[config.mk]
export PLATFORM = sky130hd
export DESIGN_NAME = prco_step_ctrl_flat
export DESIGN_NICKNAME = d
export VERILOG_FILES = /design/src/rtl/prco_pkg.sv /design/src/rtl/prco_step_ctrl_if.sv /design/src/rtl/prco_btn_debounce.sv /design/src/rtl/prco_step_ctrl.sv /design/src/flat_wrapper.sv
export SDC_FILE = /design/constraint.sdc
export NUM_CORES = 1
export LEC_CHECK = 0
export CORE_UTILIZATION = 59
export CTS_BUF_LIST = sky130_fd_sc_hd__clkbuf_2
export DETAILED_ROUTE_END_ITERATION = 12
export PLACE_DENSITY = 0.81
export SYNTH_ARGS = -nofsm -noshare
export SYNTH_HDL_FRONTEND = slang
export SYNTH_SLANG_ARGS = --single-unit
[constraint.sdc]
create_clock -name i_clk -period 2.8 [get_ports i_clk]
set_input_delay 0.42 -clock i_clk [delete_from_list [all_inputs] [get_ports i_clk]]
set_output_delay 0.42 -clock i_clk [all_outputs]
set_load 0.01 [all_outputs]
[src/rtl/prco_pkg.sv]
// Shared encodings for the prco execution controller: FSM states and
// run-mode DIP switch settings.
package prco_pkg;

  typedef enum logic [1:0] {
    PRCO_ST_IDLE = 2'd0,
    PRCO_ST_STEP = 2'd1,
    PRCO_ST_RUN  = 2'd2,
    PRCO_ST_BRK  = 2'd3
  } prco_state_e;

  typedef enum logic [1:0] {
    PRCO_MODE_HALT = 2'b00,
    PRCO_MODE_STEP = 2'b01,
    PRCO_MODE_RUN  = 2'b10,
    PRCO_MODE_SLOW = 2'b11
  } prco_mode_e;

  // States in which the core is allowed to execute.
  function automatic logic prco_core_active(input prco_state_e st);
    return (st == PRCO_ST_STEP) || (st == PRCO_ST_RUN);
  endfunction

endpackage

[src/rtl/prco_step_ctrl_if.sv]
// Board/core-side signal bundle of prco_step_ctrl. The master modport is the
// controller's view; the slave modport is the board/core environment.
interface prco_step_ctrl_if #(
  parameter int CNT_W = 16
);
  logic             i_btn;
  logic [1:0]       i_mode;
  logic             i_instr_done;
  logic             i_bp_hit;
  logic             q_core_en;
  logic [1:0]       q_state;
  logic             q_fault;
  logic             q_btn_evt;
  logic [CNT_W-1:0] q_step_cnt;

  modport master (
    input  i_btn, i_mode, i_instr_done, i_bp_hit,
    output q_core_en, q_state, q_fault, q_btn_evt, q_step_cnt
  );

  modport slave (
    output i_btn, i_mode, i_instr_done, i_bp_hit,
    input  q_core_en, q_state, q_fault, q_btn_evt, q_step_cnt
  );
endinterface

[src/rtl/prco_btn_debounce.sv]
// Button conditioner: 2-flop synchronizer, optional periodic sampler and
// rising-edge detector. Sampler present only with PRCO_STEP_CTRL_DEBOUNCE_EN.
module prco_btn_debounce #(
  parameter int LGWAIT = 16
) (
  input  logic i_clk,
  input  logic i_reset_n,
  input  logic i_btn,
  output logic q_evt
);

  logic sync1_q;
  logic sync2_q;
  logic lvl;
  logic lvl_prev_q;
  logic evt_q;

  if (LGWAIT < 1) begin : g_lgwait_chk
    $error("prco_btn_debounce: LGWAIT must be at least 1");
  end

  always_ff @(posedge i_clk or negedge i_reset_n) begin
    if (!i_reset_n) begin
      sync1_q <= 1'b0;
      sync2_q <= 1'b0;
    end else begin
      sync1_q <= i_btn;
      sync2_q <= sync1_q;
    end
  end

`ifdef PRCO_STEP_CTRL_DEBOUNCE_EN
  logic [LGWAIT-1:0] tmr_q;
  logic              smp_q;

  // Sampling only once per timer period hides contact bounce shorter
  // than 2^LGWAIT clocks.
  always_ff @(posedge i_clk or negedge i_reset_n) begin
    if (!i_reset_n) begin
      tmr_q <= '1;
      smp_q <= 1'b0;
    end else begin
      tmr_q <= tmr_q - 1'b1;
      if (tmr_q == '0) begin
        smp_q <= sync2_q;
      end
    end
  end

  assign lvl = smp_q;
`else
  assign lvl = sync2_q;
`endif

  always_ff @(posedge i_clk or negedge i_reset_n) begin
    if (!i_reset_n) begin
      lvl_prev_q <= 1'b0;
      evt_q      <= 1'b0;
    end else begin
      lvl_prev_q <= lvl;
      evt_q      <= lvl & ~lvl_prev_q;
    end
  end

  assign q_evt = evt_q;

endmodule

[src/rtl/prco_step_ctrl.sv]
// Execution controller for prco_core: halt / single-step / run / slow-run,
// retired-instruction counter, breakpoint stop and stall watchdog.
// Build option: PRCO_STEP_CTRL_DEBOUNCE_EN enables the button debounce sampler.
module prco_step_ctrl
  import prco_pkg::*;
#(
  parameter int LGWAIT = 16,
  parameter int SLOW_W = 24,
  parameter int WDT_W  = 12,
  parameter int CNT_W  = 16
) (
  input  logic             i_clk,
  input  logic             i_reset_n,
  prco_step_ctrl_if.master ctl
);

  prco_state_e       state_q;
  prco_state_e       state_d;
  logic              core_en_q;
  logic              core_en_d;
  logic              fault_q;
  logic              fault_d;
  logic [CNT_W-1:0]  cnt_q;
  logic [CNT_W-1:0]  cnt_d;
  logic [WDT_W-1:0]  wdt_q;
  logic [WDT_W-1:0]  wdt_d;
  logic [SLOW_W-1:0] slow_q;
  logic [SLOW_W-1:0] slow_d;

  logic       btn_evt;
  prco_mode_e mode;
  logic       active;
  logic       wdt_term;
  logic       slow_tick;

  prco_btn_debounce #(
    .LGWAIT (LGWAIT)
  ) u_btn (
    .i_clk     (i_clk),
    .i_reset_n (i_reset_n),
    .i_btn     (ctl.i_btn),
    .q_evt     (btn_evt)
  );

  assign mode      = prco_mode_e'(ctl.i_mode);
  assign active    = prco_core_active(state_q);
  assign wdt_term  = &wdt_q;
  assign slow_tick = (slow_q == '0);

  always_ff @(posedge i_clk or negedge i_reset_n) begin
    if (!i_reset_n) begin
      state_q <= PRCO_ST_IDLE;
    end else begin
      state_q <= state_d;
    end
  end

  // A retiring instruction outranks the watchdog in the same cycle.
  always_comb begin
    state_d = state_q;
    case (state_q)
      PRCO_ST_IDLE: begin
        case (mode)
          PRCO_MODE_STEP: if (btn_evt)   state_d = PRCO_ST_STEP;
          PRCO_MODE_RUN:                 state_d = PRCO_ST_RUN;
          PRCO_MODE_SLOW: if (slow_tick) state_d = PRCO_ST_STEP;
          default:                       state_d = PRCO_ST_IDLE;
        endcase
      end
      PRCO_ST_STEP: begin
        if (ctl.i_instr_done) begin
          state_d = ctl.i_bp_hit ? PRCO_ST_BRK : PRCO_ST_IDLE;
        end else if (wdt_term) begin
          state_d = PRCO_ST_BRK;
        end
      end
      PRCO_ST_RUN: begin
        if (ctl.i_instr_done) begin
          if (ctl.i_bp_hit) begin
            state_d = PRCO_ST_BRK;
          end else if (mode != PRCO_MODE_RUN) begin
            state_d = PRCO_ST_IDLE;
          end
        end else if (wdt_term) begin
          state_d = PRCO_ST_BRK;
        end
      end
      default: begin
        if (btn_evt || (mode == PRCO_MODE_HALT)) begin
          state_d = PRCO_ST_IDLE;
        end
      end
    endcase
  end

  // Outputs are registered from the next state so the enable moves on the
  // same edge as the state.
  always_comb begin
    core_en_d = prco_core_active(state_d);
    fault_d   = fault_q;
    if ((state_q == PRCO_ST_BRK) && (state_d == PRCO_ST_IDLE)) begin
      fault_d = 1'b0;
    end else if (active && !ctl.i_instr_done && wdt_term) begin
      fault_d = 1'b1;
    end
    cnt_d  = (active && ctl.i_instr_done) ? cnt_q + 1'b1 : cnt_q;
    wdt_d  = (active && !ctl.i_instr_done) ? wdt_q + 1'b1 : '0;
    slow_d = slow_q - 1'b1;
  end

  always_ff @(posedge i_clk or negedge i_reset_n) begin
    if (!i_reset_n) begin
      core_en_q <= 1'b0;
      fault_q   <= 1'b0;
      cnt_q     <= '0;
      wdt_q     <= '0;
      slow_q    <= '1;
    end else begin
      core_en_q <= core_en_d;
      fault_q   <= fault_d;
      cnt_q     <= cnt_d;
      wdt_q     <= wdt_d;
      slow_q    <= slow_d;
    end
  end

  assign ctl.q_core_en  = core_en_q;
  assign ctl.q_state    = state_q;
  assign ctl.q_fault    = fault_q;
  assign ctl.q_btn_evt  = btn_evt;
  assign ctl.q_step_cnt = cnt_q;

endmodule
[src/flat_wrapper.sv]
// flat-port wrapper written by rule: the top's interface ports become plain ports
module prco_step_ctrl_flat import prco_pkg::*;
#(
  parameter int LGWAIT = 16,
  parameter int SLOW_W = 24,
  parameter int WDT_W  = 12,
  parameter int CNT_W  = 16
)
  (i_clk, i_reset_n, ctl_i_btn, ctl_i_mode, ctl_i_instr_done, ctl_i_bp_hit, ctl_q_core_en, ctl_q_state, ctl_q_fault, ctl_q_btn_evt, ctl_q_step_cnt);
  prco_step_ctrl_if #(.CNT_W(CNT_W)) ctl_i ();
  input  logic i_clk;
  input  logic i_reset_n;
  input wire logic [$bits(ctl_i.i_btn)-1:0] ctl_i_btn;
  input wire logic [$bits(ctl_i.i_mode)-1:0] ctl_i_mode;
  input wire logic [$bits(ctl_i.i_instr_done)-1:0] ctl_i_instr_done;
  input wire logic [$bits(ctl_i.i_bp_hit)-1:0] ctl_i_bp_hit;
  output wire logic [$bits(ctl_i.q_core_en)-1:0] ctl_q_core_en;
  output wire logic [$bits(ctl_i.q_state)-1:0] ctl_q_state;
  output wire logic [$bits(ctl_i.q_fault)-1:0] ctl_q_fault;
  output wire logic [$bits(ctl_i.q_btn_evt)-1:0] ctl_q_btn_evt;
  output wire logic [$bits(ctl_i.q_step_cnt)-1:0] ctl_q_step_cnt;
  assign ctl_i.i_btn = ctl_i_btn;
  assign ctl_i.i_mode = ctl_i_mode;
  assign ctl_i.i_instr_done = ctl_i_instr_done;
  assign ctl_i.i_bp_hit = ctl_i_bp_hit;
  assign ctl_q_core_en = ctl_i.q_core_en;
  assign ctl_q_state = ctl_i.q_state;
  assign ctl_q_fault = ctl_i.q_fault;
  assign ctl_q_btn_evt = ctl_i.q_btn_evt;
  assign ctl_q_step_cnt = ctl_i.q_step_cnt;
  prco_step_ctrl #(.LGWAIT(LGWAIT), .SLOW_W(SLOW_W), .WDT_W(WDT_W), .CNT_W(CNT_W)) u_core (.i_clk(i_clk), .i_reset_n(i_reset_n), .ctl(ctl_i));
endmodule
## Yosys cells after proc, flatten, opt, wreduce, memory -nomap -nowiden

Index checks and enable logic that the tools add are counted.

| word-level totals | value |
|---|---|
| word-level logic and storage cells | 52 |
| ROM bits | 0 |
| bits in latches | 0 |
| flip-flop bits (word level) | 60 |
| bits in writable memories | 0 |
| bits of input ports | 7 |
| output and inout bits | 21 |
| memories kept | 0 |

| cells by class | value |
|---|---|
| bitwise gates (word level) | 2 |
| magnitude comparators | 0 |
| reduce and logical (&&, ||, !) cells | 14 |
| add/subtract/negate cells | 3 |
| shift operators | 0 |
| mux-type cells | 14 |
| $mul | 0 |
| equality and inequality tests | 9 |
| divide/modulo/power cells | 0 |

Operators by type and width:

| kind | count |
|---|---|
| $logic_not 24->1 | 1 |
| $sub 24x1->24 const B | 1 |
| $mux 2 | 9 |
| $add 16x1->16 const B | 1 |
| $add 12x1->12 const B | 1 |
| $mux 12 | 1 |
| $pmux 2 s3 | 2 |
| $reduce_and 12->1 | 1 |
| $eq 2x2->1 const B | 5 |
| $eq 2x1->1 const B | 3 |
| $logic_not 2->1 | 3 |
| $logic_and 1x1->1 | 4 |
| $logic_or 1x1->1 | 3 |
| $mux 1 | 2 |
| $ne 2x2->1 const B | 1 |
| $reduce_bool 2->1 | 1 |
| $and 1x1->1 | 1 |
| $logic_not 1->1 | 1 |
| $not 1->1 | 1 |

## Depth between registers and ports, before layout

Gate-level depths: netlist of run 1.

| depth | value |
|---|---|
| word-level depth | 8 |
| mapped depth | 8 |
| gate-level depth less buffers | 8 |

## By module

Synthesis of run 1 repeated with hierarchy kept, for this count alone.

| unflattened totals | value |
|---|---|
| cell total of the unflattened synthesis | 250 |
| area total of the unflattened synthesis | 2811.4 um^2 |

Modules (own cells, without submodules):

| module | cells an instance | seq. area each (um^2) | area an instance (um^2) | times used |
|---|---|---|---|---|
| prco_step_ctrl | 245 | 1431.4 | 2697.6 | 1 |
| prco_btn_debounce | 5 | 100.1 | 113.9 | 1 |

## Worst setup path before layout of run 1

OpenSTA, ideal clock, no wires.

| timing | value |
|---|---|
| path kind | reg-to-reg |
| start point | register u_core.slow_q[17] |
| end point | register u_core.core_en_q, in the netlist u_core.ctl.q_core_en |
| data arrival time | 2.160 ns |
| slack | 0.514 ns |
| buffers on the path | 0 |
| data required time | 2.674 ns |
| stages on the path, launching flop included | 7 |
| clock period less this slack | 2.286 ns |
| setup time | 0.126 ns |
| path through | dfstp_2 or4_4 or3_4 o41ai_4 o21ai_2 a31o_1 ha_1 |

| between the ends | value |
|---|---|
| longest elaborated chain between the ends | 6 |
| elaborated cells between the ends (all ways) | 7 |
| those cells by class | eq/ne (2); mux (3); reduce/logical (2) |

Ends and longest elaborated chain:

| element | line | source |
|---|---|---|
| from (decl) | prco_step_ctrl.sv:27 | `logic [SLOW_W-1:0] slow_q;` |
| from (signal assigned) | prco_step_ctrl.sv:123 | `slow_q <= slow_d;` |
| $logic_not 24->1 * | prco_step_ctrl.sv:48 | `assign slow_tick = (slow_q == '0);` |
| $mux 2 * | prco_step_ctrl.sv:66 | `PRCO_MODE_SLOW: if (slow_tick) state_d = PRCO_ST_STEP;` |
| $pmux 2 s3 * | prco_step_ctrl.sv:63 | `case (mode)` |
| $pmux 2 s3 * | prco_step_ctrl.sv:61 | `case (state_q)` |
| $eq 2x1->1 / $eq 2x2->1 (equally long branches) | prco_pkg.sv:21 | `return (st == PRCO_ST_STEP) \|\| (st == PRCO_ST_RUN);` |
| $logic_or 1x1->1 * | prco_pkg.sv:21 |  |
| net u_core.core_en_d | prco_step_ctrl.sv:20 | `logic core_en_d;` |
| to (signal assigned) | prco_step_ctrl.sv:119 | `core_en_q <= core_en_d;` |
| to (decl) | prco_step_ctrl.sv:19 | `logic core_en_q;` |

Mark *: on every way through the listed nets, which the timed path passes. The rest lies on a longest branch.
A chain may end at the register's enable or synchronous reset.

## Worst setup path in the final report of run 1

Ends and elaborated chain as after synthesis.

==> load_flow_metrics.sql, run 1 <==
INSERT INTO impl_metrics (metric_group, metric, value, unit) VALUES
('logic_synthesis', 'netlist-cell-type-count', '38', ''),
('critical_path', 'timing.reg2reg.worst_path_depth', '6', ''),
('clock_network', 'tritoncts.num_buffers', '9', ''),
('timing', 'finalCritPeriodShare', '88.5', '%'),
('critical_path', 'rr_startpoint', 'u_core.slow_q[17]$_DFF_PN1_', ''),
('layout', 'syn_to_final_growth', '15.3', '%'),
('floorplanning', 'die-height', '71.0', 'µm'),
('critical_path', 'path_class', 'reg -> reg', ''),
('critical_path', 'r2r_setup_slack', '320', 'ps'),
('timing', 'worst_clk_skew', '20.5', 'ps'),
('floorplanning', 'row_count', '24', ''),
('logic_synthesis', 'synth_flop_type', 'sky130_fd_sc_hd__dfrtp_1', ''),
('timing', 'hold_slack', '366', 'ps'),
('timing', 'layout_min_cycle_time', '2480', 'ps'),
('critical_path', 'cp_data_arrival_time', '2810', 'ps'),
('power_and_ir_drop', 'static-leakage-power', '1.31', 'nW'),
('logic_synthesis', 'synth_async_sr_flop_share', '100', '%'),
('routing', 'wl', '4.85', 'mm'),
('global_route', 'grt_pass1_wl', '8.47', 'mm'),
('timing', 'grt_setup_unrepaired', 'false', ''),
('placed_design', 'gp_congestion', '0.907', ''),
('hold_path', 'holdPathEnd', 'u_core.u_btn.lvl_prev_q$_DFF_PN0_', ''),
('layout', 'multi_input_comb_area', '1240', 'µm²'),
('floorplanning', 'floorplan.die_area', '5030', 'µm²'),
('timing', 'setup-tns-final', '0', 'ps'),
('timing', 'fin_ws', '321', 'ps'),
('placed_design', 'count_of_buffers_from_port_buffering', '27', ''),
('floorplanning', 'initial_core_util', '62.7', '%'),
('run', 'cap_violations', '0', ''),
('placed_design', 'hpwl', '3.57', 'mm'),
('routing', 'route.detailed.wl_per_inst', '13.8', 'µm'),
('clock_network', 'postCtsResizedCells', '0', ''),
('critical_path', 'r2r_end', 'u_core.ctl.q_core_en$_DFF_PN0_', ''),
('routing', 'vias_per_instance', '5.53', ''),
('timing', 'finalSetupViolations', '0', ''),
('critical_path', 'largest_stage_delay_worst_path', '560', 'ps'),
('routing', 'detailedRoute.firstIterationViolations', '127', ''),
('timing', 'worst_slew_margin_rel', '60.7', '%'),
('critical_path', 'critical_path_buf_inv_count', '0', ''),
('critical_path', 'crit_fanout', '5', ''),
('routing', 'drc', '0', ''),
('logic_synthesis', 'synthesis.area', '2810', 'µm²'),
('layout', 'layout-drive-gt1-share', '16.1', '%'),
('layout', 'antenna-diode-count', '0', ''),
('timing', 'worst-slew-pin-transition', '590', 'ps'),
('logic_synthesis', 'register_bit_total_from_synthesis', '60', ''),
('layout', 'finalNetCount', '310', ''),
('power_and_ir_drop', 'power.density', '584', 'nW/µm²'),
('logic_synthesis', 'synth_edf_count', '0', ''),
('layout', 'layout.core_utilization', '72.3', '%'),
('routing', 'total_number_of_vias', '1942', ''),
('clock_network', 'clock-sinks', '60', ''),
('status', 'run_status', 'completed', ''),
('clock_network', 'clock_insertion_delay_worst_skew', '450', 'ps'),
('logic_synthesis', 'synthesis.instances', '254', ''),
('clock_network', 'clk_pin_slew_worst_paths', '160', 'ps'),
('floorplanning', 'top_level_ports', '28', ''),
('logic_synthesis', 'mappedNetlistNets', '270', ''),
('hold_path', 'hold-path-cell-count', '0', ''),
('timing', 'report.final.hold_viol_count', '0', ''),
('clock_network', 'h-tree-depth', '3', ''),
('power_and_ir_drop', 'vdd_ir_drop_max', '435', 'µV'),
('routing', 'drtPass1Iterations', '5', ''),
('timing', 'max_clock_freq', '403', 'MHz'),
('critical_path', 'cp-end-kind', 'flop', ''),
('critical_path', 'crit_chain', 'or4_4 > or3_4 > o41ai_4 > o21ai_2 > a31o_1 > ha_1', ''),
('logic_synthesis', 'yosysWarnings', '0', ''),
('critical_path', 'critPathTopFamily', 'simple AND/OR/NAND/NOR gates', ''),
('layout', 'nFillCells', '313', ''),
('logic_synthesis', 'ys_seq_area_share', '54.6', '%'),
('global_route', 'grt.total_usage', '21.9', '%');
[worst reg2reg max path, stage by stage, from the launching register on]
cell and delay, ps:
sky130_fd_sc_hd__dfstp_2 420, sky130_fd_sc_hd__or4_4 560, sky130_fd_sc_hd__or3_4 370, sky130_fd_sc_hd__o41ai_4 380
sky130_fd_sc_hd__o21ai_2 120, sky130_fd_sc_hd__a31o_1 230, sky130_fd_sc_hd__ha_1 290
[what timing repair did]
| item | 4_1_cts | 5_1_grt |
|---|---|---|
| endpoints found under the hold margin | 16 | 0 |
| hold buffers | 1 | 0 |
| setup buffers | 0 | 0 |
[state kept, by name, indices dropped and copies added (netlist names)]
signal                   count
u_core.ctl.q_fault           1
u_core.u_btn.sync1_q         1
u_core.ctl.q_state           2
u_core.ctl.q_step_cnt       16
u_core.u_btn.lvl             1
u_core.wdt_q                12
u_core.ctl.q_core_en         1
u_core.u_btn.lvl_prev_q      1
u_core.u_btn.q_evt           1
u_core.slow_q               24
[per-stage QoR]
stage | cell area (µm²) | cells | power (mW)
finish | 3230 | 351 | 1.89
global route | 3230 | 351 | 2.01
CTS | 3230 | 351 | 1.91
detailed placement | 3150 | 334 | 1.49
global placement | 3150 | 334 | 1.47
floorplan | 2810 | 254 | 1.29
[Yosys cell counts (2+ instances only)]
| library cell | number | share of area (%) |
|---|---|---|
| sky130_fd_sc_hd__a21oi_1 | 9 | 1.6 |
| sky130_fd_sc_hd__and3_1 | 4 | 0.89 |
| sky130_fd_sc_hd__and4_1 | 3 | 0.94 |
| sky130_fd_sc_hd__dfrtp_1 | 36 | 32 |
| sky130_fd_sc_hd__dfstp_2 | 24 | 22 |
| sky130_fd_sc_hd__ha_1 | 9 | 4.0 |
| sky130_fd_sc_hd__inv_1 | 9 | 1.2 |
| sky130_fd_sc_hd__nand2_1 | 23 | 3.1 |
| sky130_fd_sc_hd__nand2b_1 | 2 | 0.45 |
| sky130_fd_sc_hd__nand3_1 | 10 | 1.8 |
| sky130_fd_sc_hd__nand4_1 | 9 | 2.0 |
| sky130_fd_sc_hd__nand4b_1 | 2 | 0.62 |
| sky130_fd_sc_hd__nor2_1 | 27 | 3.6 |
| sky130_fd_sc_hd__nor2b_1 | 2 | 0.45 |
| sky130_fd_sc_hd__nor3_1 | 6 | 1.1 |
| sky130_fd_sc_hd__nor3_2 | 2 | 0.71 |
| sky130_fd_sc_hd__nor4_1 | 5 | 1.1 |
| sky130_fd_sc_hd__o21ai_0 | 5 | 0.89 |
| sky130_fd_sc_hd__or3_1 | 4 | 0.89 |
| sky130_fd_sc_hd__or4_1 | 3 | 0.80 |
| sky130_fd_sc_hd__xnor2_1 | 22 | 6.9 |
| sky130_fd_sc_hd__xor2_1 | 22 | 6.9 |
[cell usage in the layout, fill, tap and decap left out, types with 2 or more instances in the layout]
master	instances
sky130_fd_sc_hd__dfrtp_1	36
sky130_fd_sc_hd__nor2_1	27
sky130_fd_sc_hd__clkdlybuf4s50_1	26
sky130_fd_sc_hd__dfstp_2	24
sky130_fd_sc_hd__nand2_1	23
sky130_fd_sc_hd__xor2_1	22
sky130_fd_sc_hd__xnor2_1	22
sky130_fd_sc_hd__clkbuf_2	12
sky130_fd_sc_hd__nand3_1	10
sky130_fd_sc_hd__inv_1	9
sky130_fd_sc_hd__nand4_1	9
sky130_fd_sc_hd__a21oi_1	9
sky130_fd_sc_hd__ha_1	9
sky130_fd_sc_hd__nor3_1	6
sky130_fd_sc_hd__o21ai_0	5
sky130_fd_sc_hd__nor4_1	5
sky130_fd_sc_hd__or3_1	4
sky130_fd_sc_hd__and3_1	4
sky130_fd_sc_hd__and4_1	3
sky130_fd_sc_hd__or4_1	3
sky130_fd_sc_hd__nand2b_1	2
sky130_fd_sc_hd__nor2b_1	2
sky130_fd_sc_hd__nand4b_1	2
sky130_fd_sc_hd__nor3_2	2
sky130_fd_sc_hd__clkinv_1	2
sky130_fd_sc_hd__clkinv_2	2
sky130_fd_sc_hd__buf_4	2
[per-layer routing]
layer	part of all wire (%)	up-vias	routed length, µm	track usage [%]
met2	48	36	2350	35.0
met1	47	935	2290	28.8
met5	0	-	0	0
met3	3.3	6	158	4.27
li1	-	965	-	-
met4	1.1	0	55	10.7
[how the worst max path moves through the flow]
stage / slack (ps) / to / cells past startpoint
3_5_place_dp: 290 / u_core.ctl.q_fault$_DFFE_PN0P_ / 8
2_1_floorplan: 510 / u_core.ctl.q_core_en$_DFF_PN0_ / 6
4_1_cts: 320 / u_core.ctl.q_fault$_DFFE_PN0P_ / 7
6_report: 320 / u_core.ctl.q_core_en$_DFF_PN0_ / 6
5_1_grt: 200 / u_core.ctl.q_core_en$_DFF_PN0_ / 7
3_3_place_gp: 350 / u_core.ctl.q_core_en$_DFF_PN0_ / 7
[layout make-up]
cell class,instances,area share (%)
clock buffers,12,1.86
clock inverters,4,0.542
inverters,9,1.04
multi-input cells,184,38.2
flip-flops and latches,60,47.4
well taps,52,2.01
repair buffers,30,8.97
[kinds of logic (layout without fill, tap and decap cells)]
kind of cell / Yosys count / count (layout) / synth area share [%]
AND/OR/NAND/NOR: 106 / 106 / 19.7
flip-flops: 60 / 60 / 54.6
XOR/XNOR: 44 / 44 / 13.7
AO/OA/AOI/OAI: 24 / 24 / 6.20
buffers and inverters: 10 / 55 / 1.34
adder cells (fa/ha/maj): 9 / 9 / 4.01
multiplexers: 1 / 1 / 0.401
[power breakdown]
group	switching [mW]	internal (mW)	total, mW
Sequential	0.0763	0.931	1.01
Combinational	0.242	0.227	0.468
Clock	0.293	0.120	0.413
(Power assumes the default switching activity.)
==> run 2, diff against run 1 <==
--- a/config.mk
+++ b/config.mk
@@ -5,6 +5,7 @@
 export SDC_FILE = /design/constraint.sdc
 export NUM_CORES = 1
 export LEC_CHECK = 0
+export ABC_AREA = 1
 export CORE_UTILIZATION = 59
 export CTS_BUF_LIST = sky130_fd_sc_hd__clkbuf_2
 export DETAILED_ROUTE_END_ITERATION = 12
==> load_flow_metrics.sql, run 2 <==
INSERT INTO impl_metrics (metric_group, metric, value, unit) VALUES
('placed_design', 'gp_congestion', '0.849', ''),
('timing', 'finalCritPeriodShare', '71.2', '%'),
('floorplanning', 'fp.dieW', '74.1', 'µm'),
('global_route', 'antenna_found_initial', '0', ''),
('floorplanning', 'floorplan.die_area', '5480', 'µm²'),
('clock_network', 'clock_insertion_delay_worst_skew', '470', 'ps'),
('logic_synthesis', 'ranking_of_synthesized_cells_by_instance_count', 'sky130_fd_sc_hd__nand2_1, sky130_fd_sc_hd__nor2_1, sky130_fd_sc_hd__inv_1', ''),
('timing', 'report.final.hold_viol_count', '0', ''),
('run', 'cap_violations', '0', ''),
('logic_synthesis', 'ys_seq_area_share', '50.0', '%'),
('global_route', 'overflow', '0', ''),
('layout', 'register_with_the_most_flip_flops', 'u_core.slow_q', ''),
('critical_path', 'path_class', 'reg -> reg', ''),
('power_and_ir_drop', 'p_total', '2.19', 'mW'),
('placed_design', 'placement.setup.worst_slack', '813', 'ps'),
('critical_path', 'cp.required', '3200', 'ps'),
('floorplanning', 'top_level_ports', '28', ''),
('timing', 'setup-tns-final', '0', 'ps'),
('routing', 'detailedRoute.firstIterationViolations', '60', ''),
('power_and_ir_drop', 'vdd_ir_drop_max', '395', 'µV'),
('hold_path', 'holdPathEnd', 'u_core.u_btn.lvl$_DFF_PN0_', ''),
('power_and_ir_drop', 'static-leakage-power', '1.70', 'nW'),
('global_route', 'grt_pass1_wl', '9.18', 'mm'),
('routing', 'drc', '0', ''),
('routing', 'total_number_of_vias', '2249', ''),
('layout', 'layout-drive-gt1-share', '19.4', '%'),
('layout', 'syn_to_final_growth', '16.4', '%'),
('critical_path', 'cp_data_arrival_time', '2390', 'ps'),
('logic_synthesis', 'register_bit_total_from_synthesis', '60', ''),
('hold_path', 'hold-path-cell-count', '0', ''),
('logic_synthesis', 'yosysMostFrequentCell', 'sky130_fd_sc_hd__nand2_1', ''),
('clock_network', 'clock_tree_from_tritoncts', 'yes', ''),
('global_route', 'grt.total_usage', '22.5', '%'),
('floorplanning', 'floorplan_core_area', '4850', 'µm²'),
('status', 'run_status', 'completed', ''),
('routing', 'ant_nets', '0', ''),
('placed_design', 'hpwl', '4.07', 'mm'),
('logic_synthesis', 'synthesis.area', '3060', 'µm²'),
('logic_synthesis', 'synth_async_sr_flop_share', '100', '%'),
('timing', 'layout_min_cycle_time', '1990', 'ps'),
('global_route', 'number_of_global_route_vias_before_repair', '2182', ''),
('floorplanning', 'die-height', '74.1', 'µm'),
('logic_synthesis', 'mappedNetlistNets', '352', ''),
('timing', 'maxSlewViolCount', '0', ''),
('critical_path', 'crit_fanout', '6', ''),
('timing', 'fin_ws', '806', 'ps'),
('critical_path', 'timing.reg2reg.worst_path_depth', '9', ''),
('layout', 'largest_register_ffs', '24', ''),
('placed_design', 'count_of_buffers_from_port_buffering', '27', ''),
('hold_path', 'timing.hold.worst.class', 'reg -> reg', ''),
('layout', 'finalNetCount', '393', ''),
('floorplanning', 'row_count', '25', ''),
('timing', 'max_clock_freq', '502', 'MHz'),
('critical_path', 'r2r_end', 'u_core.ctl.q_step_cnt[14]$_DFFE_PN0P_', ''),
('layout', 'layout.cells.most_common_list', 'sky130_fd_sc_hd__nand2_1, sky130_fd_sc_hd__nor2_1, sky130_fd_sc_hd__inv_1', ''),
('logic_synthesis', 'share_of_yosys_cell_area_claimed_by_the_top_area_cell_type', '29.4', '%'),
('critical_path', 'cp-end-kind', 'flop', ''),
('critical_path', 'setup.worst_path.start_class', 'flop', ''),
('floorplanning', 'initial_core_util', '63.2', '%'),
('routing', 'wl', '5.49', 'mm'),
('clock_network', 'cts_buffer_depth', '2', ''),
('clock_network', 'clk_pin_slew_worst_paths', '170', 'ps'),
('power_and_ir_drop', 'power.density', '613', 'nW/µm²'),
('logic_synthesis', 'synthesis.instances', '336', ''),
('logic_synthesis', 'synth_flop_type', 'sky130_fd_sc_hd__dfrtp_1', ''),
('layout', 'nFillCells', '356', ''),
('logic_synthesis', 'yosysWarnings', '0', ''),
('critical_path', 'r2r_setup_slack', '810', 'ps'),
('routing', 'vias_per_instance', '5.01', ''),
('timing', 'worst_slew_margin_rel', '50.0', '%'),
('timing', 'grt_setup_unrepaired', 'false', ''),
('clock_network', 'post_cts_buffers', '0', ''),
('global_route', 'pin_count_of_the_biggest_net_entering_global_routing', '35', ''),
('routing', 'drtPass1Iterations', '4', ''),
('layout', 'layout.cells.most_common', 'sky130_fd_sc_hd__nand2_1', ''),
('timing', 'worst_clk_skew', '22.8', 'ps'),
('layout', 'antenna-diode-count', '0', ''),
('logic_synthesis', 'netlist-cell-type-count', '33', ''),
('logic_synthesis', 'synthTopCellsByArea', 'sky130_fd_sc_hd__dfrtp_1, sky130_fd_sc_hd__dfstp_2, sky130_fd_sc_hd__nand2_1', ''),
('logic_synthesis', 'synth_edf_count', '0', ''),
('timing', 'worst-slew-pin-transition', '749', 'ps'),
('clock_network', 'tritoncts.num_buffers', '9', ''),
('clock_network', 'ctsRootBufferMaster', 'sky130_fd_sc_hd__clkbuf_2', ''),
('clock_network', 'clock-sinks', '60', ''),
('hold_path', 'hold_path.startpoint', 'u_core.u_btn.sync1_q$_DFF_PN0_', ''),
('logic_synthesis', 'synthesis.area_per_instance', '9.12', 'µm²'),
('timing', 'finalSetupViolations', '0', ''),
('clock_network', 'h-tree-depth', '3', ''),
('logic_synthesis', 'synth_top_cell_by_area', 'sky130_fd_sc_hd__dfrtp_1', ''),
('routing', 'route.detailed.wl_per_inst', '12.2', 'µm'),
('critical_path', 'rr_startpoint', 'u_core.ctl.q_state[0]$_DFF_PN0_', '');
-- run 2: area by class of cell --
type                       count  area, µm²  area share (%)
timing repair buffer          30        290            8.14
multi-input combinational    233       1370            38.4
sequential                    60       1530            42.9
clock inverter                 6       78.8            2.21
inverter                      43        161            4.53
clock buffer                  10       50.0            1.40
tap                           67       83.8            2.35
-- run 2: cell families (layout without fill, tap and decap cells) --
kind of cell | after synthesis | in the layout | share of synthesized area [%]
DFF | 60 | 60 | 50.0
AOI/OAI and AO/OA | 23 | 23 | 4.41
and+or+nand+nor | 168 | 168 | 27.2
buffers and inverters | 43 | 89 | 5.27
adders and majority gates | 9 | 9 | 3.68
xor gates and xnor gates | 33 | 33 | 9.44
-- run 2: per-layer routing --
metal	global-route usage (%)	vias to the layer above	share of wire (%)
met1	26.9	1067	46
met4	10.0	0	1.5
met2	38.7	36	50
li1	-	1137	-
met3	5.42	9	2.9
met5	0	-	0
-- run 2: worst max path at each step --
stage | cells past startpoint | end | slack [ps] | from
final | 9 | u_core.ctl.q_step_cnt[14]$_DFFE_PN0P_ | 810 | u_core.ctl.q_state[0]$_DFF_PN0_
after global routing | 9 | u_core.ctl.q_step_cnt[14]$_DFFE_PN0P_ | 640 | u_core.ctl.q_state[0]$_DFF_PN0_
after CTS | 9 | u_core.ctl.q_step_cnt[14]$_DFFE_PN0P_ | 760 | u_core.ctl.q_state[0]$_DFF_PN0_
after detailed placement | 8 | u_core.ctl.q_step_cnt[14]$_DFFE_PN0P_ | 810 | ctl_i_instr_done
after global placement | 7 | u_core.ctl.q_core_en$_DFF_PN0_ | 850 | ctl_i_mode[1]
after floorplan | 11 | u_core.ctl.q_step_cnt[15]$_DFFE_PN0P_ | 1050 | u_core.ctl.q_state[0]$_DFF_PN0_
-- run 2: power by group --
group | leakage, nW | switching (mW) | internal [mW]
Clock | 0.0831 | 0.304 | 0.293
Sequential | 0.730 | 0.100 | 0.949
Combinational | 0.886 | 0.286 | 0.254
-- run 2: worst max-delay path: stages, from the launching register on --
cell and delay, ps:
sky130_fd_sc_hd__dfrtp_1 500, sky130_fd_sc_hd__inv_1 130, sky130_fd_sc_hd__ha_1 340, sky130_fd_sc_hd__nand2_2 100, sky130_fd_sc_hd__inv_2 100, sky130_fd_sc_hd__nand2_2 70
sky130_fd_sc_hd__nor2_2 150, sky130_fd_sc_hd__nand2_2 110, sky130_fd_sc_hd__nor3_1 250, sky130_fd_sc_hd__xor2_1 170
-- run 2: what timing repair did --
action                    in CTS  in global routing
hold buffers                   1                  0
resized for setup              0                  0
hold endpoints to repair       3                  0
-- run 2: through the flow --
step	cell area, µm²	instances	hold WS (ps)	util, %
detailed placement	3430	432	337	70.7
global route	3570	449	353	73.5
global placement	3430	432	333	70.7
CTS	3570	449	366	73.5
floorplan	3060	336	124	-
finish	3570	449	368	73.5
